--- config.mk ---
export PLATFORM = sky130hd
export DESIGN_NAME = nrisc_trace_buffer
export DESIGN_NICKNAME = d
export VERILOG_FILES = /design/src/rtl/nrisc_trace_buffer.sv
export SDC_FILE = /design/constraint.sdc
export NUM_CORES = 1
export LEC_CHECK = 0
export CORE_UTILIZATION = 50
export CTS_CLUSTER_DIAMETER = 120
export DETAILED_ROUTE_END_ITERATION = 6
export GPL_TIMING_DRIVEN = 0
export PLACE_DENSITY = 0.68
export SETUP_SLACK_MARGIN = 0.5
export SKIP_LAST_GASP = 1
export SLEW_MARGIN = 20
export SYNTH_ARGS = -nofsm -noshare
export SYNTH_HDL_FRONTEND = slang
export SYNTH_SLANG_ARGS = --single-unit
--- constraint.sdc ---
create_clock -name clock -period 6 [get_ports clock]
set_input_delay 1.2 -clock clock [delete_from_list [all_inputs] [get_ports clock]]
set_output_delay 1.2 -clock clock [all_outputs]
set_load 0.01 [all_outputs]
--- src/rtl/nrisc_trace_buffer.sv ---
// rtl/nrisc_trace_buffer.sv - circular status tracer for the nRisc core
// Captures {cycle,pc,instr,wdata,ctrl} per clock while armed; drains oldest-first after a trigger.
module nrisc_trace_buffer #(
  parameter int DATA_W      = 8,
  parameter int ADDR_W      = 8,
  parameter int CTRL_W      = 11,
  parameter int DEPTH       = 16,
  parameter int CYCLE_LIMIT = 10,
  parameter int POST_TRIG   = 2,
  localparam int ENTRY_W    = 16 + ADDR_W + 2*DATA_W + CTRL_W
) (
  input  logic               clock,
  input  logic               reset_n,
  input  logic               arm,
  input  logic               abort,
  input  logic [ADDR_W-1:0]  pc,
  input  logic [DATA_W-1:0]  instr,
  input  logic [DATA_W-1:0]  wdata,
  input  logic [CTRL_W-1:0]  ctrl,
  input  logic               rd_ready,
  output logic               rd_valid,
  output logic [ENTRY_W-1:0] rd_data,
  output logic [1:0]         state,
  output logic [1:0]         trig_cause,
  output logic               overflow
);

  localparam int PTR_W  = $clog2(DEPTH);
  localparam int CNT_W  = $clog2(DEPTH + 1);
  localparam int PCNT_W = PTR_W + 1;
  localparam logic [15:0] LIMIT_M1 = 16'(CYCLE_LIMIT - 1);

  typedef enum logic [1:0] {
    S_IDLE    = 2'd0,
    S_CAPTURE = 2'd1,
    S_POST    = 2'd2,
    S_DRAIN   = 2'd3
  } state_t;

  state_t              st;
  logic [PTR_W-1:0]    wr_ptr;
  logic [PTR_W-1:0]    rd_ptr;
  logic [CNT_W-1:0]    count;
  logic [15:0]         cycle;
  logic [PCNT_W-1:0]   post_cnt;
  logic [ENTRY_W-1:0]  mem [DEPTH];

  logic               capturing;
  logic               enc_hit;
  logic               lim_hit;
  logic               full;
  logic [ENTRY_W-1:0] entry_in;

  assign capturing = ((st == S_CAPTURE) || (st == S_POST)) && !abort;
  assign enc_hit   = ctrl[0];
  assign lim_hit   = (CYCLE_LIMIT != 0) && (cycle == LIMIT_M1);
  assign full      = (count == CNT_W'(DEPTH));
  assign entry_in  = {cycle, pc, instr, wdata, ctrl};

  // Storage carries no reset; contents are only observed through rd_valid.
  always_ff @(posedge clock) begin
    if (capturing) begin
      mem[wr_ptr] <= entry_in;
    end
  end

  always_ff @(posedge clock or negedge reset_n) begin
    if (!reset_n) begin
      st         <= S_IDLE;
      wr_ptr     <= '0;
      rd_ptr     <= '0;
      count      <= '0;
      cycle      <= '0;
      post_cnt   <= '0;
      trig_cause <= 2'd0;
      overflow   <= 1'b0;
    end else if (abort) begin
      st       <= S_IDLE;
      wr_ptr   <= '0;
      rd_ptr   <= '0;
      count    <= '0;
      post_cnt <= '0;
    end else begin
      case (st)
        S_IDLE: begin
          if (arm) begin
            cycle      <= '0;
            count      <= '0;
            wr_ptr     <= '0;
            rd_ptr     <= '0;
            overflow   <= 1'b0;
            trig_cause <= 2'd0;
            st         <= S_CAPTURE;
          end
        end
        S_CAPTURE, S_POST: begin
          wr_ptr <= wr_ptr + PTR_W'(1);
          cycle  <= cycle + 16'd1;
          // A full ring drops its oldest entry so the newest history survives.
          if (full) begin
            rd_ptr   <= rd_ptr + PTR_W'(1);
            overflow <= 1'b1;
          end else begin
            count <= count + CNT_W'(1);
          end
          if (st == S_CAPTURE) begin
            if (enc_hit || lim_hit) begin
              trig_cause <= {lim_hit, enc_hit};
              if (POST_TRIG == 0) begin
                st <= S_DRAIN;
              end else begin
                post_cnt <= PCNT_W'(POST_TRIG);
                st       <= S_POST;
              end
            end
          end else begin
            post_cnt <= post_cnt - PCNT_W'(1);
            if (post_cnt == PCNT_W'(1)) begin
              st <= S_DRAIN;
            end
          end
        end
        S_DRAIN: begin
          if (count == '0) begin
            st <= S_IDLE;
          end else if (rd_ready) begin
            rd_ptr <= rd_ptr + PTR_W'(1);
            count  <= count - CNT_W'(1);
            if (count == CNT_W'(1)) begin
              st <= S_IDLE;
            end
          end
        end
        default: st <= S_IDLE;
      endcase
    end
  end

  assign state    = st;
  assign rd_valid = (st == S_DRAIN) && (count != '0);
  assign rd_data  = rd_valid ? mem[rd_ptr] : '0;

endmodule

== Word level (Yosys, flattened, before mapping) ==
Memory sizes are Yosys's and may differ from the RTL's.
Cells that the tools add are included.

* Input port bits: 40
* RAM bits: 816
* Memories kept: 1
* Output and inout bits: 57
* Flip-flop bits (word level): 39
* Word-level logic and storage cells: 96

* Mux-type cells: 39
* Equal/unequal tests: 21
* Bitwise logic cells: 1
* Reduce and logical (&&, ||, !) cells: 20
* Add/sub/neg operators: 6

{| class="wikitable"
|+ Memory list
! memory !! words !! bits a word !! read ports !! clocked after memory_dff !! write ports !! line !! RTL
|-
| mem || 16 || 51 || 1 || 0 || 1 || 46 || <nowiki>logic [ENTRY_W-1:0] mem [DEPTH];</nowiki>
|}

{| class="wikitable"
|+ Operator list
! operator !! number
|-
| $mux W51 || 1
|-
| $mux W5 || 9
|-
| $pmux W16 S2 || 1
|-
| $mux W4 || 6
|-
| $mux W2 || 11
|-
| $add A16 B1 Y16 const B || 1
|-
| $eq A16 B4 Y1 const B || 1
|-
| $mux W16 || 1
|-
| $ne A4 B4 Y1 const B || 4
|-
| $ne A3 B3 Y1 const B || 5
|-
| $pmux W5 S3 || 1
|-
| $pmux W4 S3 || 1
|-
| $reduce_and A4 Y1 || 3
|-
| $eq A5 B1 Y1 const B || 2
|-
| $reduce_and A5 Y1 || 2
|-
| $sub A5 B1 Y5 const B || 2
|-
| $add A4 B1 Y4 const B || 2
|-
| $ne A2 B2 Y1 const B || 4
|-
| $pmux W4 S2 || 1
|-
| $pmux W2 S3 || 1
|-
| $add A5 B1 Y5 const B || 1
|-
| $eq A5 B5 Y1 const B || 1
|-
| $logic_not A5 Y1 || 1
|-
| $reduce_bool A5 Y1 || 1
|-
| 16 further kinds || 24
|}

== Depth between registers and ports, before layout ==
Gate-level depths: netlist (run 1).

* Word-level depth: 6
* Depth in mapped cells: 8
* Mapped depth without buffers: 6

== Least setup slack after synthesis (run 1) ==
OpenSTA, ideal clock, no wires.

* Kind: input port to flip-flop
* From: in abort
* To: mem mem[0][0] (netlist name) (enable)
* Slack: 2534 ps
* Data required time: 5586 ps
* Arrival time: 3052 ps
* Cell stages on the path: 4
* Library setup time: 414 ps
* Buffers on the path: 1
* Path through: clkbuf_1 -> nand2b_1 -> nor3_1 -> and2_1

* Cells in the longest elaborated chain, start to end: 4

{| class="wikitable"
|+ RTL lines
! item !! line !! RTL
|-
| from (decl) || 15 || <nowiki>input logic abort,</nowiki>
|-
| $logic_not A1 Y1 || 54 || <nowiki>assign capturing = ((st == S_CAPTURE) || (st == S_POST)) && !abort;</nowiki>
|-
| $logic_and A1 B1 Y1 || 54 ||
|-
| $mux W1 || 62 || <nowiki>if (capturing) begin</nowiki>
|-
| $mux W1 (implied by the code) || 63 || <nowiki>mem[wr_ptr] <= entry_in;</nowiki>
|-
| to (decl) || 46 ||
|}

Every way passes these cells.

== Worst setup path after layout (run 1) ==
* From: reg rd_ptr[1]
* To: out rd_data[43]

* Cells in the longest elaborated chain, start to end: 2

{| class="wikitable"
|+ RTL lines
! item !! line !! RTL
|-
| from (decl) || 42 || <nowiki>logic [PTR_W-1:0] rd_ptr;</nowiki>
|-
| from (signal assigned) || 101 || <nowiki>rd_ptr <= rd_ptr + PTR_W'(1);</nowiki>
|-
| from (signal assigned) || 127 || <nowiki>rd_ptr <= rd_ptr + PTR_W'(1);</nowiki>
|-
| $mem_v2 Z16 W51 || -- ||
|-
| $mux W51 || 141 || <nowiki>assign rd_data = rd_valid ? mem[rd_ptr] : '0;</nowiki>
|-
| to (decl) || 22 || <nowiki>output logic [ENTRY_W-1:0] rd_data,</nowiki>
|}

Every way passes these cells.

==> results_dict.tcl, run 1 <==
set metrics [dict create \
    synthArstFlopShare 0.0456 \
    max_freq_ghz 0.187 \
    fin_nets 1806 \
    grt-ovfl-total 0 \
    power.leakage_nw 12.7 \
    vias_per_cell 6.18 \
    critical_path_required_ps 4800 \
    synth-warning-count 0 \
    worst_slack_ps 657 \
    post-route-drc-count 6 \
    rsz0062_at_grt "no" \
    vdd_ir_drop_max_uv 243 \
    share_comb_of_total_power 0.184 \
    via_count 16600 \
    status "finished with violations" \
    antenna_found_initial 1 \
    min_period_over_period 0.891 \
    grtUsageTotal 0.229 \
    grt_pass1_wl_um 111000 \
    synth_edf_count 816 \
    final_common_cell "edfxtp_1" \
    finalCriticalPeriod_ps 5340 \
    seqPwrFrac 0.463 \
    layout-drive-gt1-share 0.222 \
    avgRoutedWirePerCell_um 28.4 \
    dieArea_mm2 0.0679 \
    place.port_buffers 96 \
    hp-class "in2async" \
    final_cells 2682 \
    globalplace.congestion 0.779 \
    grt_max_degree 38 \
    cp_max_fo 10 \
    syn_to_final_growth_pct 15.6 \
    dominantRegCellSynth "edfxtp_1" \
    postCtsSetupRepairBufs 0 \
    yosys.area_share.adder 0.00636 \
    rows 94 \
    critPathKind "reg2out" \
    root_buffer "clkbuf_16" \
    violations "design-rule violations" \
    switching_power_mw 3.77 \
    dp_cells 2525 \
    finClkSkew_ps 19.5 \
    cp.arrival_ps 4140 \
    setup_viol 0 \
    initial_utilization 0.507 \
    cts_resized 1 \
    cts_buffers 86 \
    routed_wirelength_um 76300 \
    mostFrequentLayoutCells "816 x edfxtp_1, 204 x mux4_2, 106 x mux2i_1" \
    synth-simple-area-share 0.0218 \
    worst_setup_path_start_kind "register" \
    synthXorXnorAreaFrac 0.00105 \
    critPathCaptureType "output pin" \
    fin_setup_tns_ps 0 \
    slew_viol_final 0 \
    final_cell_area_mm2 0.0387 \
    dr.pass1.iters 7 \
    power_density_mw_per_mm2 383 \
    seq_area_frac_synth 0.762 \
    timing.rr.start "state[0]" \
    dp_slack_ps 1200 \
    cts_sinks 855 \
    pwr-share-clk 0.353 \
    worstSetupStartpoint "rd_ptr[1]" \
    die_h_um 261 \
    cts_tree "built" \
    first_global_vias 17000 \
    detail-route-antenna-nets 0 \
    path_clk_slew_ps 60 \
    dpl.hpwl_um 43900 \
    drt_iter0_markers 1764 \
    cts_htree_levels 3 \
    diodes 0 \
    worst_pin_slew_ps 1130 \
    p_int_mw 11.0 \
    clockBufferDepth 3 \
    synth-compound-area-share 0.0259 \
    synth_top_family_by_area "multiplexers" \
    worstSkewPairLatency_ps 640 \
    avgSynthCellArea_um2 21.6 \
    hold_viol 0 \
    netlist_area_mm2 0.0334 \
    core_area_mm2 0.0660 \
    synth-seq-cells 855 \
    slew_headroom 0.249 \
    hold_ws_ps 461 \
    syn_nets 1605 \
    cts_hold_buf 0 \
    muxShareOfSynthArea 0.170 \
    synth.distinct_cells 60 \
    post_dp_cell_area_mm2 0.0359 \
    synth_cells 1548 \
    die_x_um 261 \
    drv_cap 0 \
    switching_share 0.255 \
    io_pins 97 \
]
area by class of cell:
class	instances	area, um^2
clock buffer	106	2260
buffer	84	369
sequential	855	25500
inverter	18	67.6
timing repair buffer	113	1340
tap	864	1080
fill	4647	27300
clock inverter	51	490
multi-input combinational	591	7580
metal layers:
metal,GRT usage,share of wire,vias to the layer above
met3,0.0363,0.068,159
met1,0.311,0.40,8750
met4,0.0776,0.029,2
li1,-,-,6943
met2,0.381,0.50,714
met5,0,0.000092,-
state kept, by name, summed over array words and instances (netlist names), 2 cells and up:
signal and flops:
post_cnt 5, count 5, state 2, trig_cause 2, rd_ptr 4, mem 816
wr_ptr 4, cycle 16
stage by stage:
stage               power, mW  utilization
floorplan                8.92            -
CTS                      14.9        0.586
global placement         9.64        0.538
finish                   14.8        0.586
global route             15.3        0.586
detailed placement       9.72        0.544
final timing paths:
kind / to / slack [ps] / cells after the start
setup / recovery: rd_data[43] / 660 / 7
hold / removal: state[1] / 460 / 1
setup reg to reg: mem[10][14] / 2660 / 7
hold reg to reg: trig_cause[1] / 500 / 1
max in group asynchronous: cycle[6] / 5080 / 2
min in group clock: trig_cause[1] / 500 / 1
critical path, stage by stage, from the launching register on:
cell	delay [ps]
dfrtp_1	430
clkbuf_1	500
buf_2	380
clkdlybuf4s15_1	700
mux4_2	340
mux2i_1	70
o22ai_1	430
clkdlybuf4s50_1	640
kinds of logic (layout without fill, tap and decap cells):
| group | count (synthesis) | in the layout |
|---|---|---|
| flip-flops | 855 | 855 |
| multiplexers | 313 | 313 |
| AO/OA/AOI/OAI | 130 | 130 |
| buffers and inverters | 102 | 372 |
| AND/OR/NAND/NOR | 127 | 127 |
| XOR/XNOR | 4 | 4 |
| adder cells (fa/ha/maj) | 17 | 17 |
synthesized netlist by cell type (7+ instances only):
master / instances / area, um^2
edfxtp_1: 816 / 24500
mux4_2: 204 / 4590
mux2i_1: 106 / 1060
o22ai_1: 51 / 319
clkbuf_1: 43 / 161
dfrtp_1: 39 / 976
buf_2: 22 / 110
a21oi_1: 19 / 95.1
and2_1: 19 / 119
nand2_1: 18 / 67.6
o21ai_0: 18 / 90.1
ha_1: 17 / 213
inv_1: 17 / 63.8
nor2_1: 17 / 63.8
buf_1: 16 / 60.1
nand2b_1: 13 / 81.3
nor3_1: 12 / 60.1
nand3_1: 9 / 45.0
o31ai_1: 8 / 60.1
or4_1: 7 / 52.6
power groups by stage:
stage	combinational [mW]	clock, mW	sequential [mW]
2_1_floorplan	1.98	0	6.94
3_3_place_gp	2.66	0	6.98
3_5_place_dp	2.74	0	6.98
4_1_cts	2.76	5.29	6.85
5_1_grt	2.94	5.49	6.87
6_report	2.72	5.23	6.85
No activity file was read; power rests on OpenSTA's default activity.
==> run 2: changes to the inputs <==
- CTS_BUF_LIST: not set -> sky130_fd_sc_hd__clkbuf_4 sky130_fd_sc_hd__clkbuf_8
- GPL_TIMING_DRIVEN: 0 -> not set
==> run 2 against run 1 <==
  * The run still ends with design-rule violations left
  * Sequential power increased by 2%
  * Core utilization decreased by 0.82 points
  * Clock skew increased by 13 ps
  * First-iteration DRC count decreased by 23%
  * Flip-flop and latch count unchanged
  * Worst hold slack improved by 44 ps
==> results_dict.tcl, run 2 (same netlist as run 1, synthesis figures left out) <==
set metrics [dict create \
    drt_iter0_markers 1367 \
    place.port_buffers 96 \
    rsz0062_at_grt "no" \
    top_regs "mem x816, cycle x16" \
    vias_per_cell 5.96 \
    hold_depth 1 \
    cts_htree_levels 4 \
    share_comb_of_total_power 0.171 \
    total_power_mw 14.2 \
    path_clk_slew_ps 70 \
    max_freq_ghz 0.189 \
    dpl.hpwl_um 35500 \
    root_buffer "clkbuf_8" \
    switching_power_mw 3.59 \
    cp_max_fo 27 \
    grtUsageTotal 0.215 \
    hold_viol 0 \
    critPathCaptureType "output pin" \
    status "finished with violations" \
    fin_setup_tns_ps 0 \
    layout-drive-gt1-share 0.262 \
    fill_cells 4727 \
    critPathKind "reg2out" \
    cts_sinks 855 \
    worstSkewPairLatency_ps 780 \
    grt_max_degree 69 \
    setup_viol 0 \
    violations "design-rule violations" \
    power_density_mw_per_mm2 372 \
    post-route-drc-count 12 \
    dr.pass1.iters 7 \
    routed_wirelength_um 70200 \
    die_x_um 261 \
    dp_slack_ps 1350 \
    final_common_cell "edfxtp_1" \
    grt_pass1_wl_um 105000 \
    power.leakage_nw 12.6 \
    grt-ovfl-total 0 \
    via_count 16100 \
    cts_tree "built" \
    seqPwrFrac 0.491 \
    fin_nets 1787 \
    p_int_mw 10.6 \
    worst_slack_ps 707 \
    largest_reg_flops 816 \
    slew_headroom 0.290 \
    worst_pin_slew_ps 1070 \
    antenna_found_initial 0 \
    reg2regPathDepth 6 \
    detail-route-antenna-nets 0 \
    postCtsSetupRepairBufs 0 \
    finalCriticalPeriod_ps 5290 \
    first_global_vias 16900 \
    min_period_over_period 0.882 \
    core_area_mm2 0.0660 \
    switching_share 0.253 \
    initial_utilization 0.507 \
    pwr-share-clk 0.338 \
    slew_viol_final 0 \
    hp-class "reg2reg" \
    cts_buffers 136 \
    worst_setup_path_start_kind "register" \
    finClkSkew_ps 32.5 \
    top_register "mem" \
    critical_path_required_ps 4800 \
    io_pins 97 \
    syn_to_final_growth_pct 14.0 \
    dieArea_mm2 0.0679 \
    clockBufferDepth 3 \
    die_h_um 261 \
    vdd_ir_drop_max_uv 250 \
    cp.arrival_ps 4090 \
    globalplace.congestion 0.748 \
    drv_cap 0 \
    rows 94 \
    mostFrequentLayoutCells "816 x edfxtp_1, 204 x mux4_2, 140 x clkbuf_8" \
    avgRoutedWirePerCell_um 26.0 \
]
==> run 2: cell types whose count changed in the layout (fill, tap and decap cells not counted), sizes merged <==
cell           change
clkbuf            +31
buf               -24
clkinv            +10
inv                +5
bufinv             -4
clkdlybuf4s15      -1
clkinvlp           -1
diode              +1
==> run 2: worst paths after layout <==
path | start | endpoint | slack, ps
max reg2reg | state[0] | mem[12][34] | 2480
min in group asynchronous | reset_n | wr_ptr[3] | 560
max | state[0] | rd_data[16] | 710
min | trig_cause[1] | trig_cause[1] | 510
min reg2reg | trig_cause[1] | trig_cause[1] | 510
max in group asynchronous | reset_n | rd_ptr[0] | 4740
==> run 2: repair_timing <==
item | in CTS | in global routing
endpoints found under the setup margin | 6 | 0
resized for setup | 1 | 0
hold buffers | 0 | 0
==> run 2: per-layer routing <==
layer,track usage,up-vias,routed length (um)
li1,-,6924,-
met1,0.305,8507,30200
met2,0.336,573,34200
met3,0.0457,82,4670
met4,0.0669,0,1190
met5,0,-,0
==> run 2: power groups by stage <==
stage | clock (mW) | combinational [mW] | sequential (mW)
floorplan | 0 | 1.98 | 6.94
global route | 5.15 | 2.63 | 6.99
CTS | 4.89 | 2.47 | 6.97
detailed placement | 0 | 2.46 | 7.09
global placement | 0 | 2.43 | 7.07
finish | 4.80 | 2.42 | 6.96
==> run 2: cell type report <==
type	count	area, um^2	share of cell area
clock inverters	61	399	0.0105
clock buffers	181	2230	0.0586
flip-flops and latches	855	25500	0.668
inverters	18	72.6	0.00190
well taps	864	1080	0.0284
diodes	1	2.50	0.0000656
repair buffers	128	1270	0.0333
multi-input cells	591	7580	0.199
==> run 2: worst max-delay path, stage by stage (launching register included) <==
cell and delay, ps:
dfrtp_1 450, ha_1 410, inv_1 140, a21oi_1 420
nand2b_4 420, buf_4 430, o22ai_1 400, clkdlybuf4s50_1 630
==> run 2: per-stage QoR <==
step,hold slack (ps),area (um^2),util,cells
6_report,505,38100,0.578,2699
5_1_grt,518,38100,0.578,2698
4_1_cts,507,38100,0.578,2698
3_5_place_dp,489,35500,0.538,2456
3_3_place_gp,491,35500,0.538,2456
2_1_floorplan,487,33400,-,1548
